### config.mk
export PLATFORM = sky130hd
export DESIGN_NAME = mc_control_unit
export DESIGN_NICKNAME = d
export VERILOG_FILES = /design/src/rtl/mc_control_unit.sv
export SDC_FILE = /design/constraint.sdc
export NUM_CORES = 1
export LEC_CHECK = 0
export ABC_AREA = 1
export BUFFER_PORTS_ARGS = -buffer_cell sky130_fd_sc_hd__buf_4
export CAP_MARGIN = 10
export CORE_MARGIN = 10
export CORE_UTILIZATION = 49
export CTS_BUF_LIST = sky130_fd_sc_hd__clkbuf_8
export DETAILED_ROUTE_END_ITERATION = 16
export HOLD_SLACK_MARGIN = 0.08
export PLACE_DENSITY_LB_ADDON = 0.25
export SLEW_MARGIN = 20
export SYNTH_ARGS = -nofsm -noshare
export SYNTH_HDL_FRONTEND = slang
export SYNTH_SLANG_ARGS = --single-unit
### constraint.sdc
create_clock -name clk -period 1.4 [get_ports clk]
set_input_delay 0.28 -clock clk [delete_from_list [all_inputs] [get_ports clk]]
set_output_delay 0.28 -clock clk [all_outputs]
set_load 0.02 [all_outputs]
### src/rtl/mc_control_unit.sv
`default_nettype none
// ============================================================================
// Module   : mc_control_unit
// Purpose  : Multi-cycle MIPS control FSM. Sequences each instruction through
//            fetch / decode / execute / memory / writeback states, stalls on
//            the memory ready handshake, drives the datapath mux selects and
//            write strobes, and counts retired instructions.
// Revision : 1.0 - initial release
// ----------------------------------------------------------------------------
// Ports:
//   clk            in   1      rising-edge clock
//   rst            in   1      synchronous active-high reset
//   instr_op       in   6      opcode field from instruction register
//   mem_ready      in   1      memory completes current read/write this cycle
//   pc_write .. alu_src_a out 1 each   datapath write strobes / mux selects
//   alu_src_b      out  2      00 reg, 01 const 4, 10 sign-ext imm, 11 imm<<2
//   alu_op         out  2      00 add, 01 sub, 10 funct-decoded
//   pc_source      out  2      00 ALU result, 01 ALUOut, 10 jump target
//   state          out  4      current state encoding (debug)
//   retire         out  1      last cycle of an instruction
//   illegal_op     out  1      one-cycle flag after an unknown opcode decode
//   instr_count    out  CNT_W  retired instruction count (wraps)
// ============================================================================
module mc_control_unit #(
  parameter int          CNT_W    = 16,
  parameter logic [5:0]  OP_RTYPE = 6'b000000,
  parameter logic [5:0]  OP_LW    = 6'b100011,
  parameter logic [5:0]  OP_SW    = 6'b101011,
  parameter logic [5:0]  OP_BEQ   = 6'b000100,
  parameter logic [5:0]  OP_ADDI  = 6'b001000,
  parameter logic [5:0]  OP_J     = 6'b000010
) (
  input  logic             clk,
  input  logic             rst,
  input  logic [5:0]       instr_op,
  input  logic             mem_ready,
  output logic             pc_write,
  output logic             pc_write_cond,
  output logic             i_or_d,
  output logic             ir_write,
  output logic             mem_read,
  output logic             mem_write,
  output logic             mem_to_reg,
  output logic             reg_dst,
  output logic             reg_write,
  output logic             alu_src_a,
  output logic [1:0]       alu_src_b,
  output logic [1:0]       alu_op,
  output logic [1:0]       pc_source,
  output logic [3:0]       state,
  output logic             retire,
  output logic             illegal_op,
  output logic [CNT_W-1:0] instr_count
);

  typedef enum logic [3:0] {
    S_FETCH     = 4'd0,
    S_DECODE    = 4'd1,
    S_MEM_ADDR  = 4'd2,
    S_MEM_RD    = 4'd3,
    S_MEM_WB    = 4'd4,
    S_MEM_WR    = 4'd5,
    S_R_EXEC    = 4'd6,
    S_R_WB      = 4'd7,
    S_BRANCH    = 4'd8,
    S_JUMP      = 4'd9,
    S_ADDI_EXEC = 4'd10,
    S_ADDI_WB   = 4'd11
  } state_t;

  state_t           cur_state;
  state_t           nxt_state;
  logic [CNT_W-1:0] count_q;
  logic             illegal_q;
  logic             illegal_d;

  // Ungated control values decoded from the current state.
  logic       pc_write_d, pc_write_cond_d, i_or_d_d, ir_write_d;
  logic       mem_read_d, mem_write_d, mem_to_reg_d, reg_dst_d;
  logic       reg_write_d, alu_src_a_d, retire_d;
  logic [1:0] alu_src_b_d, alu_op_d, pc_source_d;

  // --------------------------------------------------------------------------
  // State, counter and illegal-opcode flag registers
  // --------------------------------------------------------------------------
  always_ff @(posedge clk) begin
    if (rst) begin
      cur_state <= S_FETCH;
      count_q   <= '0;
      illegal_q <= 1'b0;
    end else begin
      cur_state <= nxt_state;
      illegal_q <= illegal_d;
      if (retire_d) begin
        count_q <= count_q + {{(CNT_W-1){1'b0}}, 1'b1};
      end
    end
  end

  // --------------------------------------------------------------------------
  // Next-state and output decode
  // --------------------------------------------------------------------------
  always_comb begin
    nxt_state       = cur_state;
    illegal_d       = 1'b0;
    pc_write_d      = 1'b0;
    pc_write_cond_d = 1'b0;
    i_or_d_d        = 1'b0;
    ir_write_d      = 1'b0;
    mem_read_d      = 1'b0;
    mem_write_d     = 1'b0;
    mem_to_reg_d    = 1'b0;
    reg_dst_d       = 1'b0;
    reg_write_d     = 1'b0;
    alu_src_a_d     = 1'b0;
    retire_d        = 1'b0;
    alu_src_b_d     = 2'b00;
    alu_op_d        = 2'b00;
    pc_source_d     = 2'b00;

    case (cur_state)
      S_FETCH: begin
        mem_read_d  = 1'b1;
        alu_src_b_d = 2'b01;
        // IR load and PC+4 only on the cycle the fetch actually completes.
        ir_write_d  = mem_ready;
        pc_write_d  = mem_ready;
        if (mem_ready) nxt_state = S_DECODE;
      end
      S_DECODE: begin
        alu_src_b_d = 2'b11;
        // Opcodes are parameters, so an if-chain is used instead of a case.
        if ((instr_op == OP_LW) || (instr_op == OP_SW)) nxt_state = S_MEM_ADDR;
        else if (instr_op == OP_RTYPE)                  nxt_state = S_R_EXEC;
        else if (instr_op == OP_BEQ)                    nxt_state = S_BRANCH;
        else if (instr_op == OP_J)                      nxt_state = S_JUMP;
        else if (instr_op == OP_ADDI)                   nxt_state = S_ADDI_EXEC;
        else begin
          nxt_state = S_FETCH;
          illegal_d = 1'b1;
        end
      end
      S_MEM_ADDR: begin
        alu_src_a_d = 1'b1;
        alu_src_b_d = 2'b10;
        nxt_state   = (instr_op == OP_LW) ? S_MEM_RD : S_MEM_WR;
      end
      S_MEM_RD: begin
        mem_read_d = 1'b1;
        i_or_d_d   = 1'b1;
        if (mem_ready) nxt_state = S_MEM_WB;
      end
      S_MEM_WB: begin
        mem_to_reg_d = 1'b1;
        reg_write_d  = 1'b1;
        retire_d     = 1'b1;
        nxt_state    = S_FETCH;
      end
      S_MEM_WR: begin
        mem_write_d = 1'b1;
        i_or_d_d    = 1'b1;
        retire_d    = mem_ready;
        if (mem_ready) nxt_state = S_FETCH;
      end
      S_R_EXEC: begin
        alu_src_a_d = 1'b1;
        alu_op_d    = 2'b10;
        nxt_state   = S_R_WB;
      end
      S_R_WB: begin
        reg_dst_d   = 1'b1;
        reg_write_d = 1'b1;
        retire_d    = 1'b1;
        nxt_state   = S_FETCH;
      end
      S_BRANCH: begin
        alu_src_a_d     = 1'b1;
        alu_op_d        = 2'b01;
        pc_write_cond_d = 1'b1;
        pc_source_d     = 2'b01;
        retire_d        = 1'b1;
        nxt_state       = S_FETCH;
      end
      S_JUMP: begin
        pc_write_d  = 1'b1;
        pc_source_d = 2'b10;
        retire_d    = 1'b1;
        nxt_state   = S_FETCH;
      end
      S_ADDI_EXEC: begin
        alu_src_a_d = 1'b1;
        alu_src_b_d = 2'b10;
        nxt_state   = S_ADDI_WB;
      end
      S_ADDI_WB: begin
        reg_write_d = 1'b1;
        retire_d    = 1'b1;
        nxt_state   = S_FETCH;
      end
      // Encodings 12-15: all outputs stay 0, recover to FETCH.
      default: nxt_state = S_FETCH;
    endcase
  end

  // --------------------------------------------------------------------------
  // Outputs are held at 0 for the whole reset cycle, so no strobe can fire
  // while an aborted instruction is still sitting in the state register.
  // --------------------------------------------------------------------------
  assign pc_write      = ~rst & pc_write_d;
  assign pc_write_cond = ~rst & pc_write_cond_d;
  assign i_or_d        = ~rst & i_or_d_d;
  assign ir_write      = ~rst & ir_write_d;
  assign mem_read      = ~rst & mem_read_d;
  assign mem_write     = ~rst & mem_write_d;
  assign mem_to_reg    = ~rst & mem_to_reg_d;
  assign reg_dst       = ~rst & reg_dst_d;
  assign reg_write     = ~rst & reg_write_d;
  assign alu_src_a     = ~rst & alu_src_a_d;
  assign retire        = ~rst & retire_d;
  assign alu_src_b     = rst ? 2'b00 : alu_src_b_d;
  assign alu_op        = rst ? 2'b00 : alu_op_d;
  assign pc_source     = rst ? 2'b00 : pc_source_d;
  assign state         = rst ? 4'd0  : cur_state;
  assign illegal_op    = ~rst & illegal_q;
  assign instr_count   = rst ? '0    : count_q;

endmodule
`default_nettype wire

==> results of run 1 <==
[power groups by stage]
stage          Sequential [mW]  Clock [mW]  Combinational, mW
6_report                 0.613       0.404              0.305
5_1_grt                  0.614       0.436              0.328
4_1_cts                  0.612       0.402              0.277
3_5_place_dp             0.628           0              0.264
3_3_place_gp             0.627           0              0.261
2_1_floorplan            0.628           0              0.141
[sequential cells by signal, indices dropped and copies added, names as in the netlist]
name and flops:
count_q 16, cur_state 4, illegal_q 1
[synthesized netlist by cell type]
cell	instances
a21oi_2	10
nor2_2	2
buf_4	2
buf_6	1
xor2_1	6
nor2_1	60
buf_12	1
o21ai_0	5
buf_1	3
nand2_1	81
inv_2	3
nor2_4	2
nand2_4	1
nand3_1	15
a21oi_1	10
inv_1	38
dfxtp_1	21
clkbuf_1	2
nand4_1	10
a31oi_1	1
ha_1	1
nor3_1	3
nand2_2	12
o21ai_4	1
[critical path: stages, from the launching register on]
cell and delay (ns):
dfxtp_4 0.38, inv_4 0.05, nor2_4 0.15, nand2_2 0.09, o21ai_4 0.15, inv_2 0.07
nand2_4 0.07, nand2_4 0.05, inv_2 0.05, buf_6 0.10
[cell usage in the layout (no fill, tap or decap), types with 3 or more instances in the layout]
master    netlist  layout
a21oi_1        10       4
a21oi_2        10      15
buf_4           2      67
buf_6           1      13
clkbuf_8        0       3
dfxtp_1        21      15
dfxtp_4         0       4
inv_1          38      33
inv_2           3       7
nand2_1        81      68
nand2_2        12      22
nand2_4         1       3
nand3_1        15      15
nand4_1        10      10
nor2_1         60      55
nor2_2          2       5
nor2_4          2       4
o21ai_0         5       4
xor2_1          6       6
[metrics by stage]
stage	power (mW)	setup TNS (ns)	cell area (sq um)	util, %	hold slack, ns
final	1.32	-5.38	2590	77.8	0.396
after floorplan	0.769	-0.0491	1710	-	0.453
after CTS	1.29	-2.65	2440	73.2	0.389
after global routing	1.38	-8.36	2590	77.8	0.423
after detailed placement	0.892	-0.440	2290	68.7	0.466
after global placement	0.888	-0.0385	2290	68.7	0.462
[what timing repair did]
action	in CTS	in global routing
gates resized for setup	26	34
setup endpoints to repair	32	41
setup buffers	5	3
gates cloned	0	1
pin swaps	7	14
[logic make-up (layout without fill, tap and decap cells)]
logic type	Yosys count	in the layout	share of synthesized area (%)
AND/OR/NAND/NOR	186	186	47.4
flip-flops	21	21	24.8
buffers and inverters	50	128	12.9
AO/OA/AOI/OAI	27	27	10.9
XOR/XNOR	6	6	3.10
adder cells (fa/ha/maj)	1	1	0.739
[final timing paths]
| check | to | slack [ns] | depth (start not counted) |
|---|---|---|---|
| worst max-delay path | retire | -0.30 | 9 |
| worst min-delay path | illegal_q | 0.40 | 4 |
| worst max register to register | count_q[6] | -0.14 | 10 |
| worst min register to register | count_q[15] | 0.50 | 2 |
[metal layers]
metal  part of all wire (%)  up-vias
met2                     48       77
met1                     42      949
met4                    1.4        0
li1                       -     1058
met3                    8.2        8
met5                      0        -
[area by class of cell]
type                    instances  area, sq um  area share [%]
clock buffers                   3         41.3            1.59
clock inverters                 1         5.00           0.193
inverters                      41          156            6.03
multi-input cells             220         1180            45.6
flip-flops and latches         21          438            16.9
well taps                      46         57.6            2.22
repair buffers                 83          714            27.5
==> flow_metrics.env, run 1 <==
export IMPL_finalSetupViolCount=38
export IMPL_diodes=0
export IMPL_p_leak_nw=1.17
export IMPL_ys_seq_area_share_pct=24.8
export IMPL_grt_usage_pct=16.6
export IMPL_cts_clk_slew_worst_paths_ns=0.07
export IMPL_io_pins=47
export IMPL_via_per_inst=5.04
export IMPL_ir_drop_v=0.000308
export IMPL_first_global_vias=1915
export IMPL_tritoncts="done"
export IMPL_syn_cell_area_sq_um=1690
export IMPL_first_iter_violations=186
export IMPL_p_sw_share_pct=29.4
export IMPL_clk_insertion_delay_late_ns=0.26
export IMPL_grt_overflow=0
export IMPL_vias=2092
export IMPL_top_usage_layer="met2"
export IMPL_synth_seq_cells=21
export IMPL_status="finished with violations"
export IMPL_min_path_type="input pin to flop"
export IMPL_violations="negative setup slack"
export IMPL_required_ns=1.12
export IMPL_grt_pass1_wl_um=8890
export IMPL_seq_power_share_pct=46.4
export IMPL_avgSynthCellArea_sq_um=5.82
export IMPL_htree_levels=1
export IMPL_numPortBuffers=46
export IMPL_worstPathMaxFanout=3
export IMPL_num_rows=21
export IMPL_die_width_um=78.8
export IMPL_min_period_ns=1.70
export IMPL_dp_cells=403
export IMPL_yosys_top_cells_area="dfxtp_1 (25%), nand2_1 (18%), nor2_1 (13%)"
export IMPL_grtUsageMet1_pct=21.3
export IMPL_ant_nets=0
export IMPL_cts_buffer_depth=2
export IMPL_antenna_found_initial=0
export IMPL_drv_cap=0
export IMPL_start_util_pct=50.7
export IMPL_ctsHoldBuffers=0
export IMPL_worst_pin_slew_ns=0.283
export IMPL_synth_top_area_share_pct=24.8
export IMPL_postRouteWirelength_um=5600
export IMPL_coreArea_sq_um=3340
export IMPL_drc=0
export IMPL_dr_pass1_iters=4
export IMPL_drive_gt1_share_pct=42.0
export IMPL_syn_to_final_growth_pct=53.3
export IMPL_netlist_instances=291
export IMPL_startpoint="cur_state[2]"
export IMPL_cp_end_kind="output port"
export IMPL_criticalPathCategory="flop to output port"
export IMPL_p_comb_share_pct=23.1
export IMPL_clkPwrFrac_pct=30.6
export IMPL_die_area_sq_um=6210
export IMPL_hold_viol=0
export IMPL_root_buffer="clkbuf_8"
export IMPL_rsz0062_at_grt="yes"
export IMPL_met3_usage_pct=3.94
export IMPL_min_from="instr_op[0]"
export IMPL_min_period_over_period_pct=122
export IMPL_slew_headroom_pct=81.1
export IMPL_p_int_uw=933
export IMPL_ys_warn_count=0
export IMPL_numCtsBuffers=3
export IMPL_nets=380
export IMPL_globalplace_congestion=0.926
export IMPL_p_per_area_nw_per_um2=509
export IMPL_rr_startpoint="cur_state[2]"
export IMPL_finClkSkew_ns=0.0129
export IMPL_p_switching_uw=389
export IMPL_synth_top_area_cell="dfxtp_1"
export IMPL_die_h_um=78.8
export IMPL_grtUsageMet2_pct=27.0
export IMPL_detailedPlace_worstSlack_ns=-0.0868
export IMPL_n_fill_cell=255
export IMPL_dpl_hpwl_um=4010
export IMPL_slew_viol_final=0
export IMPL_fmax_ghz=0.587
export IMPL_synth_nets=301
export IMPL_worst_slack_ns=-0.303
export IMPL_cts_sinks=21
export IMPL_critPathArrivalTime_ns=1.42
export IMPL_stdcell_count=415
export IMPL_grt_start_max_net_pins=19
export IMPL_wl_per_cell_um=13.5
export IMPL_start_kind="flop"
export IMPL_yosysUniqueCellTypes=24
Power figures use the tool's default switching activity.
==> run 2: changes to the inputs <==
CAP_MARGIN = 20   (was 10)
CORE_UTILIZATION = 37   (was 49)
==> run 2 against run 1 <==
Effect of this change:
- the flow still finishes with violations (negative setup slack)
- global-route usage is 3.7 points lower
- worst hold slack worse by 0.014 ns
- non-clock buffer count is 4 higher
- final cell count is 2.4% higher
- sequential cell count stayed put
- via count is 3.0% lower
- combinational power hardly changed
- core utilization is 17 points lower
- critical endpoint is now i_or_d
==> flow_metrics.env, run 2 (synthesized netlist as in run 1, its figures left out) <==
export IMPL_start_kind="flop"
export IMPL_cp_num_buf_inv=4
export IMPL_num_rows=24
export IMPL_min_path_type="input pin to flop"
export IMPL_wl_per_cell_um=12.4
export IMPL_grt_usage_pct=13.0
export IMPL_grt_pass1_wl_um=8340
export IMPL_cts_buffer_depth=2
export IMPL_numPortBuffers=46
export IMPL_io_pins=47
export IMPL_tritoncts="done"
export IMPL_regMostFlops="count_q"
export IMPL_cts_clk_slew_worst_paths_ns=0.08
export IMPL_dr_pass1_iters=6
export IMPL_clkPwrFrac_pct=30.1
export IMPL_fmax_ghz=0.589
export IMPL_crit_family="buffers and inverters"
export IMPL_via_per_inst=4.78
export IMPL_most_common_layout_cells="buf_4 (69), nand2_1 (68), nor2_1 (56)"
export IMPL_fin_util_pct=60.7
export IMPL_n_fill_cell=401
export IMPL_cts_sinks=21
export IMPL_multi_input_area_sq_um=1180
export IMPL_die_h_um=87.6
export IMPL_cpMostUsedCell="buf_6"
export IMPL_final_common_cell="buf_4"
export IMPL_vias=2030
export IMPL_hold_viol=0
export IMPL_wl_met1_um=2330
export IMPL_grt_overflow=0
export IMPL_worst_slack_ns=-0.299
export IMPL_slowest_delay_ns=0.38
export IMPL_drv_cap=0
export IMPL_slowest_stage="dfxtp_4"
export IMPL_diodes=0
export IMPL_first_iter_violations=88
export IMPL_htree_levels=1
export IMPL_finalSetupViolCount=36
export IMPL_violations="negative setup slack"
export IMPL_die_width_um=87.6
export IMPL_p_switching_uw=384
export IMPL_required_ns=1.12
export IMPL_p_comb_share_pct=23.2
export IMPL_worstPathMaxFanout=3
export IMPL_antenna_found_initial=0
export IMPL_reg_top3="count_q x16, cur_state x4, illegal_q x1"
export IMPL_critPathArrivalTime_ns=1.42
export IMPL_grt_start_max_net_pins=21
export IMPL_criticalPathCategory="flop to output port"
export IMPL_start_util_pct=38.6
export IMPL_dpl_hpwl_um=3910
export IMPL_coreArea_sq_um=4380
export IMPL_seq_area_sq_um=440
export IMPL_dr_wl_met3_um=320
export IMPL_rsz0062_at_grt="yes"
export IMPL_p_leak_nw=1.22
export IMPL_largest_register_ffs=16
export IMPL_slew_headroom_pct=81.4
export IMPL_ctsHoldBuffers=0
export IMPL_p_per_area_nw_per_um2=494
export IMPL_drive_gt1_share_pct=42.9
export IMPL_ir_drop_v=0.000324
export IMPL_cp_end_kind="output port"
export IMPL_drc=0
export IMPL_root_buffer="clkbuf_8"
export IMPL_worst_hold_slack_ns=0.383
export IMPL_min_period_ns=1.70
export IMPL_p_sw_share_pct=29.2
export IMPL_path_cells="inv_4 > nor2_4 > nand2_2 > buf_4 > buf_6 > a21oi_2 > buf_6"
export IMPL_p_int_uw=931
export IMPL_top_layer="met4"
export IMPL_first_global_vias=1846
export IMPL_finClkSkew_ns=0.00438
export IMPL_slew_viol_final=0
export IMPL_numCtsBuffers=3
export IMPL_postRouteWirelength_um=5250
export IMPL_min_period_over_period_pct=121
export IMPL_die_area_sq_um=7680
export IMPL_met2WireLength_um=2560
export IMPL_worst_pin_slew_ns=0.279
export IMPL_nets=384
export IMPL_clk_insertion_delay_late_ns=0.26
export IMPL_syn_to_final_growth_pct=57.1
export IMPL_ant_nets=0
export IMPL_globalplace_congestion=0.907
export IMPL_seq_power_share_pct=46.7
export IMPL_status="finished with violations"
-- run 2: cell types whose count changed in the layout (fill, tap and decap cells not counted), sizes merged --
cell,delta
clkinv,-1
buf,+3
inv,+1
clkbuf,+1
-- run 2: path summary, 6_finish.rpt --
path                      from     endpoint  slack [ns]  depth (start not counted)
setup / recovery  cur_state[2]       i_or_d       -0.30                          7
hold / removal     instr_op[0]    illegal_q        0.38                          4
setup reg to reg  cur_state[3]   count_q[4]       -0.11                         10
hold reg to reg    count_q[15]  count_q[15]        0.48                          2
-- run 2: power groups by stage --
stage          Clock, mW  Combinational (mW)  Sequential [mW]
3_3_place_gp           0               0.263            0.629
3_5_place_dp           0               0.265            0.629
4_1_cts            0.400               0.282            0.615
2_1_floorplan          0               0.141            0.628
6_report           0.396               0.305            0.614
5_1_grt            0.441               0.335            0.616
-- run 2: metrics by stage --
step	std cells	instance area [sq um]	setup slack [ns]	total power, mW	TNS, ns
after CTS	418	2470	-0.229	1.30	-2.64
final	425	2660	-0.299	1.32	-4.28
after floorplan	291	1710	-0.0168	0.769	-0.0491
after global placement	412	2320	-0.0170	0.892	-0.0170
after detailed placement	412	2320	-0.0654	0.895	-0.0784
after global routing	425	2660	-0.376	1.39	-7.29
-- run 2: timing repair --
item / 4_1_cts / 5_1_grt
hold endpoints to repair: 0 / 0
endpoints found under the setup margin: 21 / 43
setup buffers: 2 / 5
pin swaps: 5 / 17
resized for setup: 30 / 36
cloned: 0 / 2
-- run 2: cell type report --
| class | count | area share (%) |
|---|---|---|
| multi-input cells | 220 | 44.5 |
| repair buffers | 87 | 28.8 |
| flip-flops and latches | 21 | 16.6 |
| inverters | 41 | 5.97 |
| well taps | 52 | 2.45 |
| clock buffers | 3 | 1.55 |
| clock inverters | 1 | 0.141 |
-- run 2: layer usage --
metal	vias to the layer above	global-route usage, %
li1	1063	-
met1	921	16.4
met2	44	21.3
met3	2	2.60
met4	0	4.35
met5	-	0
-- run 2: worst min-delay path, delay by kind of cell --
| kind | cells | cell delay (ns) |
|---|---|---|
| buf+inv | 1 | 0.09 |
| simple gates | 3 | 0.24 |
==> run 3: changes to the inputs <==
CELL_PAD_IN_SITES_DETAIL_PLACEMENT = 1   (was default)
CELL_PAD_IN_SITES_GLOBAL_PLACEMENT = 1   (was default)
CORE_ASPECT_RATIO = 0.6   (was default)
CORE_UTILIZATION = 32   (was 37)
SLEW_MARGIN = default   (was 20)
==> run 3 against run 2 <==
Effect of this change:
- the run still ends with negative setup slack left
- routed wire length increased by 52%
- clock power increased by 6.3%
- total power grew 7.6%
- sequential power hardly changed
- register-to-register slack worse by 0.20 ns
- die area increased by 13%
- setup slack worse by 0.064 ns
- worst hold slack improved by 0.0071 ns
- critical endpoint is now alu_src_a
- largest cell class unchanged
- highest routed layer unchanged
==> flow_metrics.env, run 3 (synthesized netlist as in run 1, its figures left out) <==
export IMPL_r2r_slack_ns=-0.31
export IMPL_worst_pin_slew_ns=0.297
export IMPL_first_iter_violations=118
export IMPL_root_buffer="clkbuf_8"
export IMPL_most_common_layout_cells="buf_4 (81), nand2_1 (65), nor2_1 (49)"
export IMPL_io_pins=47
export IMPL_grt_pass1_wl_um=11700
export IMPL_seq_area_sq_um=442
export IMPL_fin_area_sq_um=2850
export IMPL_grt_overflow=0
export IMPL_detailedPlace_worstSlack_ns=-0.106
export IMPL_first_global_vias=2268
export IMPL_vias=2197
export IMPL_die_width_um=114
export IMPL_rr_startpoint="cur_state[0]"
export IMPL_slowest_stage="dfxtp_4"
export IMPL_violations="negative setup slack"
export IMPL_ff2ff_path_depth=12
export IMPL_tritoncts="done"
export IMPL_postRouteWirelength_um=7970
export IMPL_min_path_cells=4
export IMPL_finClkSkew_ns=0.00723
export IMPL_reg_top3="count_q x16, cur_state x4, illegal_q x1"
export IMPL_nets=397
export IMPL_clk_insertion_delay_late_ns=0.27
export IMPL_critPathArrivalTime_ns=1.48
export IMPL_globalplace_congestion=0.845
export IMPL_multi_input_area_sq_um=1240
export IMPL_numPortBuffers=46
export IMPL_p_leak_nw=1.29
export IMPL_cpMostUsedCell="buf_4"
export IMPL_top_usage_layer="met2"
export IMPL_ir_drop_v=0.000312
export IMPL_grtUsageMet1_pct=22.2
export IMPL_num_rows=20
export IMPL_status="finished with violations"
export IMPL_total_power_mw=1.41
export IMPL_required_ns=1.12
export IMPL_drive_gt1_share_pct=49.0
export IMPL_wl_per_cell_um=17.6
export IMPL_dr_pass1_iters=4
export IMPL_dpl_cell_area_sq_um=2360
export IMPL_worst_slack_ns=-0.362
export IMPL_antenna_found_initial=0
export IMPL_numCtsBuffers=3
export IMPL_worstPathMaxFanout=5
export IMPL_cts_sinks=21
export IMPL_die_area_sq_um=8700
export IMPL_min_path_type="input pin to flop"
export IMPL_worst_hold_slack_ns=0.390
export IMPL_r2r_end="cur_state[2]"
export IMPL_fmax_ghz=0.567
export IMPL_min_period_ns=1.76
export IMPL_path_cells="buf_4 > buf_4 > nor2_4 > nand2_4 > a31oi_4 > buf_6"
export IMPL_die_h_um=76.3
export IMPL_cts_clk_slew_worst_paths_ns=0.08
export IMPL_met3_usage_pct=4.01
export IMPL_finalSetupViolCount=37
export IMPL_syn_to_final_growth_pct=68.2
export IMPL_grt_usage_pct=16.1
export IMPL_ant_nets=0
export IMPL_slew_headroom_pct=80.2
export IMPL_ctsHoldBuffers=0
export IMPL_start_util_pct=33.3
export IMPL_min_from="instr_op[3]"
export IMPL_rsz0062_at_grt="yes"
export IMPL_slowest_delay_ns=0.37
export IMPL_dpl_hpwl_um=5250
export IMPL_hold_viol=0
export IMPL_regMostFlops="count_q"
export IMPL_drc=0
export IMPL_coreArea_sq_um=5080
export IMPL_start_kind="flop"
export IMPL_grtUsageMet2_pct=24.8
export IMPL_criticalPathCategory="flop to output port"
export IMPL_cts_buffer_depth=2
export IMPL_htree_levels=1
export IMPL_cp_end_kind="output port"
export IMPL_via_per_inst=4.86
export IMPL_diodes=0
export IMPL_grt_start_max_net_pins=14
export IMPL_final_common_cell="buf_4"
export IMPL_min_period_over_period_pct=126
export IMPL_fin_util_pct=56.1
export IMPL_n_fill_cell=690
export IMPL_worstHoldEndpoint="illegal_q"
export IMPL_drv_cap=0
export IMPL_startpoint="cur_state[0]"
export IMPL_largest_register_ffs=16
export IMPL_slew_viol_final=0
export IMPL_p_per_area_nw_per_um2=497
==> run 3: critical path, delay by kind of cell, from the launching register on <==
family / cells / cell delay [ns]
DFF: 1 / 0.37
and+or+nand+nor: 2 / 0.27
AOI/OAI and AO/OA: 1 / 0.16
buffers and inverters: 3 / 0.41
==> run 3: timing repair <==
action                     in CTS  in global routing
setup endpoints to repair      40                 46
cloned                          2                  1
gates resized for setup        37                 53
pin swaps                       8                 15
setup buffers                   8                  8
==> run 3: worst max path at each step <==
stage                   end  slack (ns)
5_1_grt           alu_src_a       -0.42
3_5_place_dp         retire       -0.11
4_1_cts              retire       -0.28
6_report          alu_src_a       -0.36
3_3_place_gp         retire       -0.05
2_1_floorplan  alu_src_b[1]       -0.02
==> run 3: power by group <==
group,internal [mW],switching [mW]
sequential,0.604,0.0123
clock,0.197,0.225
combinational,0.162,0.215
total,0.963,0.452
==> run 3: cell type report <==
cell class | instances | area share (%)
flip-flops and latches | 21 | 15.5
clock inverters | 1 | 0.132
well taps | 66 | 2.90
repair buffers | 100 | 31.1
inverters | 41 | 5.49
clock buffers | 3 | 1.45
multi-input cells | 220 | 43.4
==> run 3: per-layer routing <==
layer	vias to the layer above	wire [um]
met5	-	0
li1	1090	-
met2	50	3600
met4	0	108
met1	1047	3860
met3	10	394
==> run 3: per-stage QoR <==
step / TNS, ns / std cells
after global placement: -0.0926 / 431
after CTS: -4.84 / 445
final: -8.59 / 452
after detailed placement: -0.950 / 431
after global routing: -10.76 / 452
after floorplan: -0.0491 / 291
